## config.mk

```make
export PLATFORM = sky130hd
export DESIGN_NAME = tnet_tx_queue
export DESIGN_NICKNAME = d
export VERILOG_FILES = /design/src/rtl/tnet_tx_queue.sv
export SDC_FILE = /design/constraint.sdc
export NUM_CORES = 1
export LEC_CHECK = 0
export CORE_ASPECT_RATIO = 1.5
export CORE_MARGIN = 2
export CORE_UTILIZATION = 50
export CTS_BUF_LIST = sky130_fd_sc_hd__clkbuf_4 sky130_fd_sc_hd__clkbuf_8 sky130_fd_sc_hd__clkbuf_16
export CTS_CLUSTER_DIAMETER = 40
export DETAILED_ROUTE_END_ITERATION = 8
export GPL_TIMING_DRIVEN = 0
export PLACE_DENSITY = 0.73
export SLEW_MARGIN = 20
export SYNTH_ARGS = -nofsm -noshare
export SYNTH_HDL_FRONTEND = slang
export SYNTH_SLANG_ARGS = --single-unit
```

## constraint.sdc

```tcl
create_clock -name clk_i -period 11.2 [get_ports clk_i]
set_input_delay 2.24 -clock clk_i [delete_from_list [all_inputs] [get_ports clk_i]]
set_output_delay 2.24 -clock clk_i [all_outputs]
set_load 0.05 [all_outputs]
```

## src/rtl/tnet_tx_queue.sv

```systemverilog
// tnet transmit queue: buffers core messages, frames them into 128-bit
// packets and drives a 4-phase req/ack handshake toward the link controller.
module tnet_tx_queue #(
    parameter int DEPTH  = 4,
    parameter int TO_CYC = 1024
) (
    input  logic         clk_i,
    input  logic         rst_ni,
    input  logic [7:0]   ID,
    input  logic         in_valid_i,
    output logic         in_ready_o,
    input  logic [7:0]   in_op_i,
    input  logic [8:0]   in_dst_i,
    input  logic         in_sync_i,
    input  logic [95:0]  in_dt_i,
    output logic         tx_req_o,
    output logic [127:0] tx_dt_o,
    input  logic         tx_ack_i,
    output logic         busy_o,
    output logic [4:0]   fifo_cnt_o,
    output logic [15:0]  sent_cnt_o,
    output logic         timeout_o,
    input  logic         clr_i
);

    localparam int AW = (DEPTH > 1) ? $clog2(DEPTH) : 1;
    localparam logic [4:0] FULL = 5'(DEPTH);
    localparam logic [15:0] TO_LIM = 16'(TO_CYC - 1);

    typedef enum logic [1:0] {
        IDLE,
        REQ,
        WAIT_NACK
    } state_t;

    state_t         state;
    logic [113:0]   mem [DEPTH];
    logic [AW-1:0]  wr_ptr;
    logic [AW-1:0]  rd_ptr;
    logic [4:0]     cnt;
    logic [4:0]     seq;
    logic [15:0]    to_cnt;
    logic           ack_q;
    logic           ack_s;
    logic           push;
    logic           pop;
    logic [113:0]   head;

    assign in_ready_o = (cnt != FULL);
    assign push       = in_valid_i & in_ready_o;
    assign pop        = (state == IDLE) & (cnt != 5'd0) & ~ack_s;
    assign head       = mem[rd_ptr];
    assign fifo_cnt_o = cnt;
    assign busy_o     = (cnt != 5'd0) | (state != IDLE);

    // Entry layout: {op, sync, dst, payload}
    always_ff @(posedge clk_i) begin
        if (push) begin
            mem[wr_ptr] <= {in_op_i, in_sync_i, in_dst_i, in_dt_i};
        end
    end

    always_ff @(posedge clk_i) begin
        if (!rst_ni) begin
            state      <= IDLE;
            wr_ptr     <= '0;
            rd_ptr     <= '0;
            cnt        <= 5'd0;
            seq        <= 5'd0;
            to_cnt     <= 16'd0;
            ack_q      <= 1'b0;
            ack_s      <= 1'b0;
            tx_req_o   <= 1'b0;
            tx_dt_o    <= 128'd0;
            sent_cnt_o <= 16'd0;
            timeout_o  <= 1'b0;
        end else begin
            ack_q <= tx_ack_i;
            ack_s <= ack_q;
            if (push) begin
                wr_ptr <= wr_ptr + 1'b1;
            end
            if (pop) begin
                rd_ptr <= rd_ptr + 1'b1;
            end
            unique case ({push, pop})
                2'b10:   cnt <= cnt + 5'd1;
                2'b01:   cnt <= cnt - 5'd1;
                default: cnt <= cnt;
            endcase
            unique case (state)
                IDLE: begin
                    if (pop) begin
                        tx_dt_o  <= {head[113:106], head[105], seq,
                                     head[104:96], 1'b0, ID, head[95:0]};
                        seq      <= seq + 5'd1;
                        to_cnt   <= 16'd0;
                        tx_req_o <= 1'b1;
                        state    <= REQ;
                    end
                end
                REQ: begin
                    if (to_cnt != 16'hFFFF) begin
                        to_cnt <= to_cnt + 16'd1;
                    end
                    if (to_cnt == TO_LIM) begin
                        timeout_o <= 1'b1;
                    end
                    if (ack_s) begin
                        tx_req_o <= 1'b0;
                        state    <= WAIT_NACK;
                    end
                end
                WAIT_NACK: begin
                    if (!ack_s) begin
                        sent_cnt_o <= sent_cnt_o + 16'd1;
                        state      <= IDLE;
                    end
                end
                default: state <= IDLE;
            endcase
            // A clear overrides any same-cycle completion or timeout
            if (clr_i) begin
                timeout_o  <= 1'b0;
                sent_cnt_o <= 16'd0;
            end
        end
    end

endmodule
```

# Yosys cells after proc, flatten, opt, wreduce, memory -nomap -nowiden
# Memory sizes are Yosys's and may differ from the RTL's. A register that Yosys moved wholly into a read port is not among the register bits.
# Index checks and enable logic that the tools add are counted.
# op_classes
n_eq_ne	11
addsub	7
reduce_logical	13
n_bitwise	6
muxes	13
# op_table
operator	count
$add 16x1->16 const B	2
$mux 16	2
$pmux 16 s2	1
$eq 16x10->1 const B	1
$ne 16x16->1 const B	1
$add 5x1->5 const B	2
$pmux 5 s2	1
$reduce_and 3->1	3
$ne 2x2->1 const B	4
$mux 2	3
$pmux 2 s3	1
$reduce_and 2->1	3
$reduce_bool 2->1	3
$ne 5x3->1 const B	1
$reduce_bool 5->1	1
$sub 5x1->5 const B	1
$add 2x1->2 const B	2
$eq 2x1->1 const B	2
$eq 2x2->1 const B	2
$mux 1	4
$and 1x1->1	3
$logic_not 2->1	1
$not 1->1	2
$pmux 1 s2	1
3 further kinds	3
# totals
mem_count	1
input_bits	127
output_inout_bits	153
mem_bits_rw	456
register_bits	179
word_cells	63
# memory_table
memory	words	word_bits	read_ports	rd_clocked_by_memory_dff	write_ports	line	source
mem	4	114	1	1	1	37	logic [113:0] mem [DEPTH];

# Longest topological paths before layout
# Gate-level depths: netlist of the first run.
# depth
word_depth	5
mapped_depth	14

# Worst setup path after synthesis of the first run
# Ideal clock, no wire load.
# synth_timing
path_type	input -> register
start	input port in_valid_i
end	memory mem[0][0] (enable)
slack_ps	5806
t_arrival_ps	4907
setup_ps	487
path_stages	1
required_time_ps	10713
path_cell_list	and3_1
# synth_via
elab_chain_len	3
# synth_lines
element	line	source
from (decl)	10	input logic in_valid_i,
$and 1x1->1	50	assign push = in_valid_i & in_ready_o;
$mux 1	58	if (push) begin
$mux 1 (implied by the code)	59	mem[wr_ptr] <= {in_op_i, in_sync_i, in_dst_i, in_dt_i};
to (decl)	37	
# No other way between the ends.

# Worst setup path after layout of the first run
# layout_timing
start	register cnt[4], in the netlist fifo_cnt_o[4]
end	output port in_ready_o
# layout_via
elab_chain_len	1
# layout_lines
element	line	source
from (decl)	40	logic [4:0] cnt;
from (signal assigned)	87	2'b10: cnt <= cnt + 5'd1;
from (signal assigned)	88	2'b01: cnt <= cnt - 5'd1;
from (signal assigned)	89	default: cnt <= cnt;
$ne 5x3->1	49	assign in_ready_o = (cnt != FULL);
to (decl)	11	output logic in_ready_o,
# No other way between the ends.

==> results.py, run 1 <==
metrics = {
    "clock_tree": {
        "cts_tree": "done",
        "numClockSinks": 635,
        "cts_hold_buffers": 0,
        "post-cts-setup-buffer-count": 0,
        "path_clk_slew_ns": 0.06,
        "clk_latency_ns": 0.61,
        "cts-resized-gates": 0,
        "h-tree-depth": 2,
        "cts_root_buf": "clkbuf_16",
        "clk_path_buf_depth": 3,
        "numCtsBuffers": 61,
    },
    "pwr": {
        "p_sw_w": 0.00299,
        "power.total_w": 0.00819,
        "power_leakage_nw": 9.89,
        "swShare_pct": 36.6,
        "power.density_mw_per_mm2": 277,
        "pwr-share-clk_pct": 25.3,
        "ir_drop_mv": 0.190,
        "combPwrFrac_pct": 36.7,
        "p_int_w": 0.00519,
        "seqPwrFrac_pct": 38.0,
    },
    "layout": {
        "syn2layout_area_growth_pct": 24.7,
        "drive_above_1_share_pct": 16.5,
        "design_area_mm2": 0.0296,
        "layout.nets": 1946,
    },
    "place": {
        "gp_congestion": 0.829,
        "dp_hpwl_um": 35300,
        "dp_slack_ns": 6.33,
        "port_buffers": 277,
        "place_area_mm2": 0.0275,
    },
    "sta": {
        "hold_violations": 0,
        "post-route-period-util_pct": 42.0,
        "layout_setup_ws_ns": 6.49,
        "hold_slack_ns": 0.435,
        "fmax_ghz": 0.213,
        "setup-violations-final": 0,
        "tightest_slew_ns": 0.808,
        "finalWorstPathRequiredPeriod_ns": 4.71,
        "clock_skew_ns": 0.0322,
        "maxSlewHeadroom_pct": 46.1,
        "rsz0062_at_grt": "false",
        "maxSlewViolCount": 0,
        "fin_tns_setup_ns": 0,
    },
    "die": {
        "fp-row-count": 97,
        "die_x_um": 182,
        "core_area_mm2": 0.0467,
        "ioPinCount": 280,
        "die_area_mm2": 0.0492,
        "initial_utilization_pct": 50.8,
        "die_h_um": 271,
    },
    "yosys": {
        "ys_seq_elements": 635,
        "synthTopCellsByArea": "edfxtp_1 (58%), dfxtp_1 (15%), mux4_2 (11%)",
        "yosys-top-cells-count": "edfxtp_1 (456), nand2_1 (274), dfxtp_1 (179)",
        "async_flop_share_pct": 0,
        "syn_area_per_cell_um2": 16.3,
        "yosysTopAreaCellShare_pct": 57.7,
        "synth_fp_nets": 1598,
        "yosysTopAreaCell": "edfxtp_1",
        "synth_cell_type_count": 57,
        "yosys.cell_count.top_type": "edfxtp_1",
        "synth-edff-count": 456,
        "netlist_area_mm2": 0.0237,
        "ys.flop_type": "edfxtp_1",
        "ys_seq_area_share_pct": 72.9,
        "synth_cells": 1459,
        "yosys_warnings": 0,
    },
    "global_route": {
        "grt_pass1_wl_um": 81400,
        "grt_use_total_pct": 21.7,
        "grt_pass1_vias": 14300,
        "grt_max_degree": 43,
        "antenna_found_initial": 9,
        "grt_overflow_total": 0,
    },
    "detailed_routing": {
        "ant_nets": 0,
        "drtPass1Iterations": 6,
        "drc": 0,
        "drt-total-wl_um": 52900,
        "initialDrtViolationCount": 841,
        "viasPerCell": 5.53,
        "vias": 13600,
        "wl_per_cell_um": 21.5,
    },
    "critical_path": {
        "r2r_setup_slack_ns": 7.64,
        "critical_path.startpoint_type": "flip-flop",
        "crit_chain": "nor4_4 -> nand2_1 -> clkdlybuf4s50_1",
        "reg2reg_depth": 14,
        "path_max_fanout": 7,
        "rr_endpoint": "fifo_cnt_o[4]",
        "slowest_stage": "clkdlybuf4s50_1",
        "arrival_ns": 2.47,
        "critPathMaxStageDelay_ns": 0.77,
        "worst_setup_path_end_kind": "output port",
        "r2r-start": "state[0]",
        "startpoint": "fifo_cnt_o[4]",
        "worstSetupPathType": "reg2out",
        "crit_required_ns": 8.96,
    },
    "outcome": {
        "outcome": "finished, final reports clean",
    },
    "hold_path": {
        "hp-class": "reg2reg",
        "min_from": "ack_q",
        "hold_depth": 1,
        "hold_path_end": "ack_s",
    },
    "run": {
        "max-cap-violations": 0,
    },
}
## critical path, delay by kind of cell, from the launching register on
kind	cells	cell delay, ns
buffers and inverters	1	0.77
and+or+nand+nor	2	0.73
DFF	1	0.37
## state kept, by name, indices dropped and copies added (netlist names)
signal / cells
timeout_o: 1
state: 2
ack_q: 1
fifo_cnt_o: 5
wr_ptr: 2
mem: 456
tx_dt_o: 127
tx_req_o: 1
seq: 5
to_cnt: 16
sent_cnt_o: 16
ack_s: 1
rd_ptr: 2
## cells in the final DEF, fill, tap and decap left out, types with 33 or more instances in the layout
cell	count
a21oi_1	43
buf_2	33
nor2_1	34
dfxtp_1	179
mux4_2	114
edfxtp_1	456
a21boi_1	105
nand2_1	274
clkdlybuf4s50_1	277
clkbuf_1	36
clkbuf_16	61
## area by class of cell
type                            instances  area (µm²)
Antenna cell                            6        15.0
Buffer                                 87         443
Clock buffer                           80        1690
Clock inverter                         36         390
Fill cell                            3335       17200
Inverter                               12        45.0
Multi-Input combinational cell        725        5970
Sequential cell                       635       17300
Tap cell                              594         743
Timing Repair Buffer                  285        2990
## how the worst max path moves through the flow
stage	end	slack [ns]	cells past startpoint
3_3_place_gp	mem[0][52]	2.93	2
3_5_place_dp	fifo_cnt_o[4]	6.33	10
5_1_grt	in_ready_o	6.38	3
2_1_floorplan	mem[0][0]	5.81	1
6_report	in_ready_o	6.49	3
4_1_cts	in_ready_o	6.49	3
## kinds of logic (layout without fill, tap and decap cells)
logic type      after synthesis  after routing  synth area share [%]
fa+ha+maj                    12             12                 0.665
buf+inv                      99            500                  2.06
xor+xnor                     19             19                 0.702
simple gates                390            390                  7.28
mux                         116            116                  10.9
compound gates              187            187                  5.51
flops                       635            635                  72.9
other cells                   1              7                0.0158
## layer usage
metal / vias up / share of wire, % / global-route usage [%]
met5: - / 0.074 / 0
met4: 6 / 3.0 / 7.96
met3: 102 / 5.8 / 3.93
met2: 406 / 54 / 39.6
met1: 6875 / 37 / 25.4
li1: 6208 / - / -
## power by group through the flow
| stage | Clock, W | Sequential, W | Combinational, W |
|---|---|---|---|
| 2_1_floorplan | 0 | 0.00388 | 0.00128 |
| 3_3_place_gp | 0 | 0.00318 | 0.00297 |
| 3_5_place_dp | 0 | 0.00316 | 0.00304 |
| 4_1_cts | 0.00212 | 0.00311 | 0.00305 |
| 5_1_grt | 0.00220 | 0.00315 | 0.00321 |
| 6_report | 0.00207 | 0.00311 | 0.00300 |
## stage by stage
stage / instances / utilization, %
after floorplan: 1459 / -
after global routing: 2460 / 63.3
final: 2460 / 63.3
after global placement: 2330 / 58.3
after CTS: 2454 / 63.2
after detailed placement: 2338 / 58.8
Note: power is estimated with default switching activity, not from simulation.
==> run 2: changes to the inputs <==
Clock period 11.2 ns to 4.35 ns, I/O delays scaled along.
==> results.py, run 2 (synthesis results as in run 1) <==
metrics = {
    "global_route": {
        "grt_pass1_vias": 14200,
        "grt_pass1_wl_um": 80900,
        "grt_max_degree": 43,
        "grt_overflow_total": 0,
        "grt_use_total_pct": 21.7,
        "antenna_found_initial": 7,
    },
    "pwr": {
        "p_int_w": 0.0135,
        "p_sw_w": 0.00773,
        "pwr-share-clk_pct": 25.8,
        "power_leakage_nw": 9.97,
        "ir_drop_mv": 0.484,
        "seqPwrFrac_pct": 37.7,
        "power.density_mw_per_mm2": 716,
        "swShare_pct": 36.4,
        "combPwrFrac_pct": 36.4,
    },
    "sta": {
        "maxSlewHeadroom_pct": 40.9,
        "hold_violations": 0,
        "fmax_ghz": 0.283,
        "clock_skew_ns": 0.0249,
        "tightest_slew_ns": 0.887,
        "finalWorstPathRequiredPeriod_ns": 3.53,
        "rsz0062_at_grt": "false",
        "setup-violations-final": 0,
        "post-route-period-util_pct": 81.2,
        "maxSlewViolCount": 0,
    },
    "clock_tree": {
        "clk_path_buf_depth": 3,
        "cts-resized-gates": 0,
        "cts_tree": "done",
        "path_clk_slew_ns": 0.07,
        "h-tree-depth": 2,
        "clk_latency_ns": 0.63,
        "numClockSinks": 635,
        "cts_root_buf": "clkbuf_16",
        "post-cts-setup-buffer-count": 0,
        "cts_hold_buffers": 0,
        "numCtsBuffers": 61,
    },
    "detailed_routing": {
        "vias": 13600,
        "wl_per_cell_um": 21.6,
        "initialDrtViolationCount": 754,
        "viasPerCell": 5.54,
        "drc": 0,
        "drtPass1Iterations": 5,
        "ant_nets": 0,
        "drt-total-wl_um": 53100,
    },
    "critical_path": {
        "r2r_setup_slack_ns": 0.82,
        "worstPathBufferInverterCount": 4,
        "critical-path-top-delay-family": "simple AND/OR/NAND/NOR gates",
        "crit_chain": "nor2_1 -> a221oi_4 -> nand2_2 -> inv_2 -> buf_6 -> buf_4 -> ha_1 -> inv_1 -> fa_1 -> nor2b_1 -> o21ai_0 -> nand3_1 -> or3b_2 -> mux2i_1",
        "crit_required_ns": 4.86,
        "worstSetupPathType": "reg2reg",
        "reg2reg_depth": 14,
        "slowest_stage": "a221oi_4",
        "rr_endpoint": "fifo_cnt_o[4]",
        "r2r-start": "fifo_cnt_o[2]",
        "critical_path.startpoint_type": "flip-flop",
        "arrival_ns": 4.04,
        "startpoint": "fifo_cnt_o[2]",
        "path_max_fanout": 10,
        "critPathMaxStageDelay_ns": 0.48,
        "worst_setup_path_end_kind": "flip-flop",
    },
    "layout": {
        "largest-register": "mem",
        "drive_above_1_share_pct": 16.8,
        "largest_reg_flops": 456,
        "final_util_pct": 63.5,
        "mostFrequentLayoutCells": "edfxtp_1 (456), clkdlybuf4s50_1 (277), nand2_1 (274), dfxtp_1 (179), mux4_2 (114)",
        "design_area_mm2": 0.0297,
        "layout_commonest_cell": "edfxtp_1",
        "layout.nets": 1950,
        "top_regs": "mem: 456 flops, tx_dt_o: 127 flops",
        "syn2layout_area_growth_pct": 25.2,
    },
    "die": {
        "die_x_um": 182,
        "core_area_mm2": 0.0467,
        "die_area_mm2": 0.0492,
        "die_h_um": 271,
        "fp-row-count": 97,
        "ioPinCount": 280,
        "initial_utilization_pct": 50.8,
    },
    "hold_path": {
        "hold_depth": 1,
        "min_from": "ack_q",
        "hp-class": "reg2reg",
        "hold_path_end": "ack_s",
    },
    "place": {
        "port_buffers": 277,
        "gp_congestion": 0.846,
        "dp_hpwl_um": 35000,
        "place_area_mm2": 0.0275,
    },
    "run": {
        "max-cap-violations": 0,
    },
    "outcome": {
        "outcome": "finished, final reports clean",
    },
}
## run 2: changes by cell type in the layout (fill, tap and decap cells not counted), sizes merged
cell / before / now
inv: 17 / 21
buf: 59 / 63
diode: 6 / 4
bufinv: 5 / 4
clkbuf: 116 / 121
clkinvlp: 6 / 2
clkinv: 20 / 16
## run 2: area by class of cell
| class | instances | area, µm² |
|---|---|---|
| plain buffers | 87 | 443 |
| diodes | 4 | 10.0 |
| multi-input cells | 725 | 5970 |
| flip-flops and latches | 635 | 17300 |
| repair buffers | 289 | 3050 |
| clock inverters | 31 | 323 |
| well taps | 594 | 743 |
| inverters | 12 | 45.0 |
| fillers | 3345 | 17000 |
| clock buffers | 85 | 1830 |
## run 2: stage by stage
stage               power (W)  setup WS, ns  TNS [ns]  cells  hold WS (ns)
floorplan              0.0132         0.907         0   1459         0.412
global placement       0.0158        -0.183    -70.96   2330         0.420
detailed placement     0.0160         0.865         0   2342         0.423
CTS                    0.0215         0.837         0   2458         0.447
global route           0.0222         0.609         0   2461         0.471
finish                 0.0212         0.817         0   2462         0.442
## run 2: per-layer routing
layer,global-route usage (%),wire length (µm)
met1,25.4,20100
met2,39.3,28300
met3,4.66,3090
met4,7.30,1520
met5,0,61
## run 2: worst max path at each step
stage | to | slack [ns] | cells after the start
floorplan | fifo_cnt_o[4] | 0.91 | 12
detailed placement | fifo_cnt_o[4] | 0.87 | 14
finish | fifo_cnt_o[4] | 0.82 | 14
CTS | fifo_cnt_o[4] | 0.84 | 14
global placement | mem[2][54] | -0.18 | 2
global route | fifo_cnt_o[4] | 0.61 | 14
## run 2: power by group through the flow
stage               logic, W  clock network (W)  registers, W
finish               0.00774            0.00549       0.00801
CTS                  0.00788            0.00560       0.00802
global route         0.00827            0.00582       0.00810
global placement     0.00764                  0       0.00816
floorplan            0.00329                  0       0.00995
detailed placement   0.00783                  0       0.00814
==> run 3: changes to the inputs <==
Settings changed: PLACE_DENSITY 0.73 to 0.75.
Clock period 4.35 ns to 2.95 ns, I/O delays scaled along.
==> results.py, run 3 (synthesis results as in run 1) <==
metrics = {
    "detailed_routing": {
        "drc": 0,
        "initialDrtViolationCount": 1002,
        "wl_per_cell_um": 22.2,
        "drt-total-wl_um": 54500,
        "viasPerCell": 5.57,
        "ant_nets": 0,
        "vias": 13700,
        "drtPass1Iterations": 7,
    },
    "sta": {
        "post-route-period-util_pct": 97.7,
        "setup-violations-final": 0,
        "tightest_slew_ns": 0.874,
        "hold_violations": 0,
        "maxSlewViolCount": 0,
        "clock_skew_ns": 0.0189,
        "fmax_ghz": 0.347,
        "maxSlewHeadroom_pct": 41.7,
        "finalWorstPathRequiredPeriod_ns": 2.88,
    },
    "layout": {
        "largest-register": "mem",
        "design_area_mm2": 0.0297,
        "regArea_mm2": 0.0173,
        "syn2layout_area_growth_pct": 25.1,
        "mostFrequentLayoutCells": "edfxtp_1 (456), clkdlybuf4s50_1 (276), nand2_1 (273), dfxtp_1 (173), mux4_2 (114)",
        "nFillCells": 3282,
        "layout_commonest_cell": "edfxtp_1",
        "drive_above_1_share_pct": 17.5,
        "largest_reg_flops": 456,
        "multi_input_area_mm2": 0.00601,
        "top_regs": "mem: 456 flops, tx_dt_o: 127 flops",
        "layout.nets": 1949,
    },
    "clock_tree": {
        "path_clk_slew_ns": 0.07,
        "cts_tree": "done",
        "numClockSinks": 635,
        "h-tree-depth": 2,
        "cts_root_buf": "clkbuf_16",
        "numCtsBuffers": 61,
        "clk_latency_ns": 0.60,
        "cts_hold_buffers": 0,
        "clk_path_buf_depth": 3,
    },
    "pwr": {
        "pwr-share-clk_pct": 25.1,
        "p_int_w": 0.0198,
        "combPwrFrac_pct": 37.0,
        "power.total_w": 0.0313,
        "swShare_pct": 36.7,
        "power.density_mw_per_mm2": 1060,
        "ir_drop_mv": 0.732,
        "power_leakage_nw": 9.93,
        "p_sw_w": 0.0115,
        "seqPwrFrac_pct": 38.0,
    },
    "global_route": {
        "grt_overflow_total": 0,
        "grt_use_total_pct": 22.2,
        "grt_max_degree": 45,
        "grt_pass1_wl_um": 82800,
        "grt_pass1_vias": 14400,
        "antenna_found_initial": 10,
    },
    "hold_path": {
        "hold_depth": 1,
        "min_from": "ack_q",
        "hp-class": "reg2reg",
    },
    "place": {
        "port_buffers": 277,
        "gp_congestion": 0.848,
        "place_area_mm2": 0.0275,
        "dp_hpwl_um": 36100,
    },
    "critical_path": {
        "reg2reg_depth": 13,
        "path_max_fanout": 7,
        "r2r-start": "fifo_cnt_o[3]",
        "worstSetupPathType": "reg2out",
        "critical_path.startpoint_type": "flip-flop",
        "worst_setup_path_end_kind": "output port",
        "startpoint": "fifo_cnt_o[3]",
        "arrival_ns": 2.29,
        "crit_required_ns": 2.36,
    },
    "die": {
        "die_x_um": 182,
        "fp-row-count": 97,
        "ioPinCount": 280,
        "die_area_mm2": 0.0492,
        "initial_utilization_pct": 50.8,
        "core_area_mm2": 0.0467,
        "die_h_um": 271,
    },
    "outcome": {
        "outcome": "finished, final reports clean",
    },
    "run": {
        "max-cap-violations": 0,
    },
}
## run 3: cell types whose count changed in the layout (fill, tap and decap cells not counted), sizes merged, moves of 2 or more
cell and change:
clkinvlp +4, bufinv -2, inv -3, clkinv +2, clkbuf -2
## run 3: power by group through the flow
| stage | sequential (W) | combinational [W] | clock [W] |
|---|---|---|---|
| CTS | 0.0119 | 0.0117 | 0.00797 |
| floorplan | 0.0147 | 0.00489 | 0 |
| finish | 0.0119 | 0.0116 | 0.00785 |
| detailed placement | 0.0121 | 0.0115 | 0 |
| global route | 0.0120 | 0.0124 | 0.00831 |
| global placement | 0.0121 | 0.0112 | 0 |
## run 3: worst max-delay path: stages, from the launching register on
cell and delay (ns):
dfxtp_4 0.36, nor4_4 0.35, buf_4 0.20, nand2_4 0.07, clkdlybuf4s50_1 0.71
## run 3: what timing repair did
item	CTS	global route
pin swaps	2	1
gates resized for setup	4	7
setup endpoints to repair	2	3
setup buffers	3	2
## run 3: cell type report
| type | count | area share [%] |
|---|---|---|
| Antenna cell | 4 | 0.0338 |
| Buffer | 85 | 1.49 |
| Clock buffer | 84 | 6.10 |
| Clock inverter | 32 | 0.907 |
| Inverter | 12 | 0.152 |
| Multi-Input combinational cell | 725 | 20.3 |
| Sequential cell | 635 | 58.3 |
| Tap cell | 594 | 2.51 |
| Timing Repair Buffer | 290 | 10.2 |
## run 3: final timing paths
| check | endpoint | slack (ns) |
|---|---|---|
| worst max-delay path | in_ready_o | 0.07 |
| worst min-delay path | ack_s | 0.44 |
| worst max register to register | fifo_cnt_o[4] | 0.17 |
| worst min register to register | ack_s | 0.44 |
## run 3: through the flow
stage / cells / worst slack [ns] / setup TNS [ns] / hold slack [ns] / utilization [%]
after floorplan: 1459 / 0.00341 / 0 / 0.412 / -
after global placement: 2330 / -1.30 / -579.22 / 0.428 / 58.4
after detailed placement: 2338 / -0.358 / -0.358 / 0.446 / 58.9
after CTS: 2455 / 0.00549 / 0 / 0.441 / 63.4
after global routing: 2461 / -0.00698 / -0.00959 / 0.468 / 63.5
final: 2461 / 0.0693 / 0 / 0.436 / 63.5
## run 3: per-layer routing
layer,track usage (%),routed length [µm],part of all wire [%],vias up
met5,0,90,0.17,-
met1,25.1,20100,37,6949
li1,-,-,-,6209
met3,4.43,3120,5.7,108
met2,41.1,29300,54,428
met4,8.69,1970,3.6,12
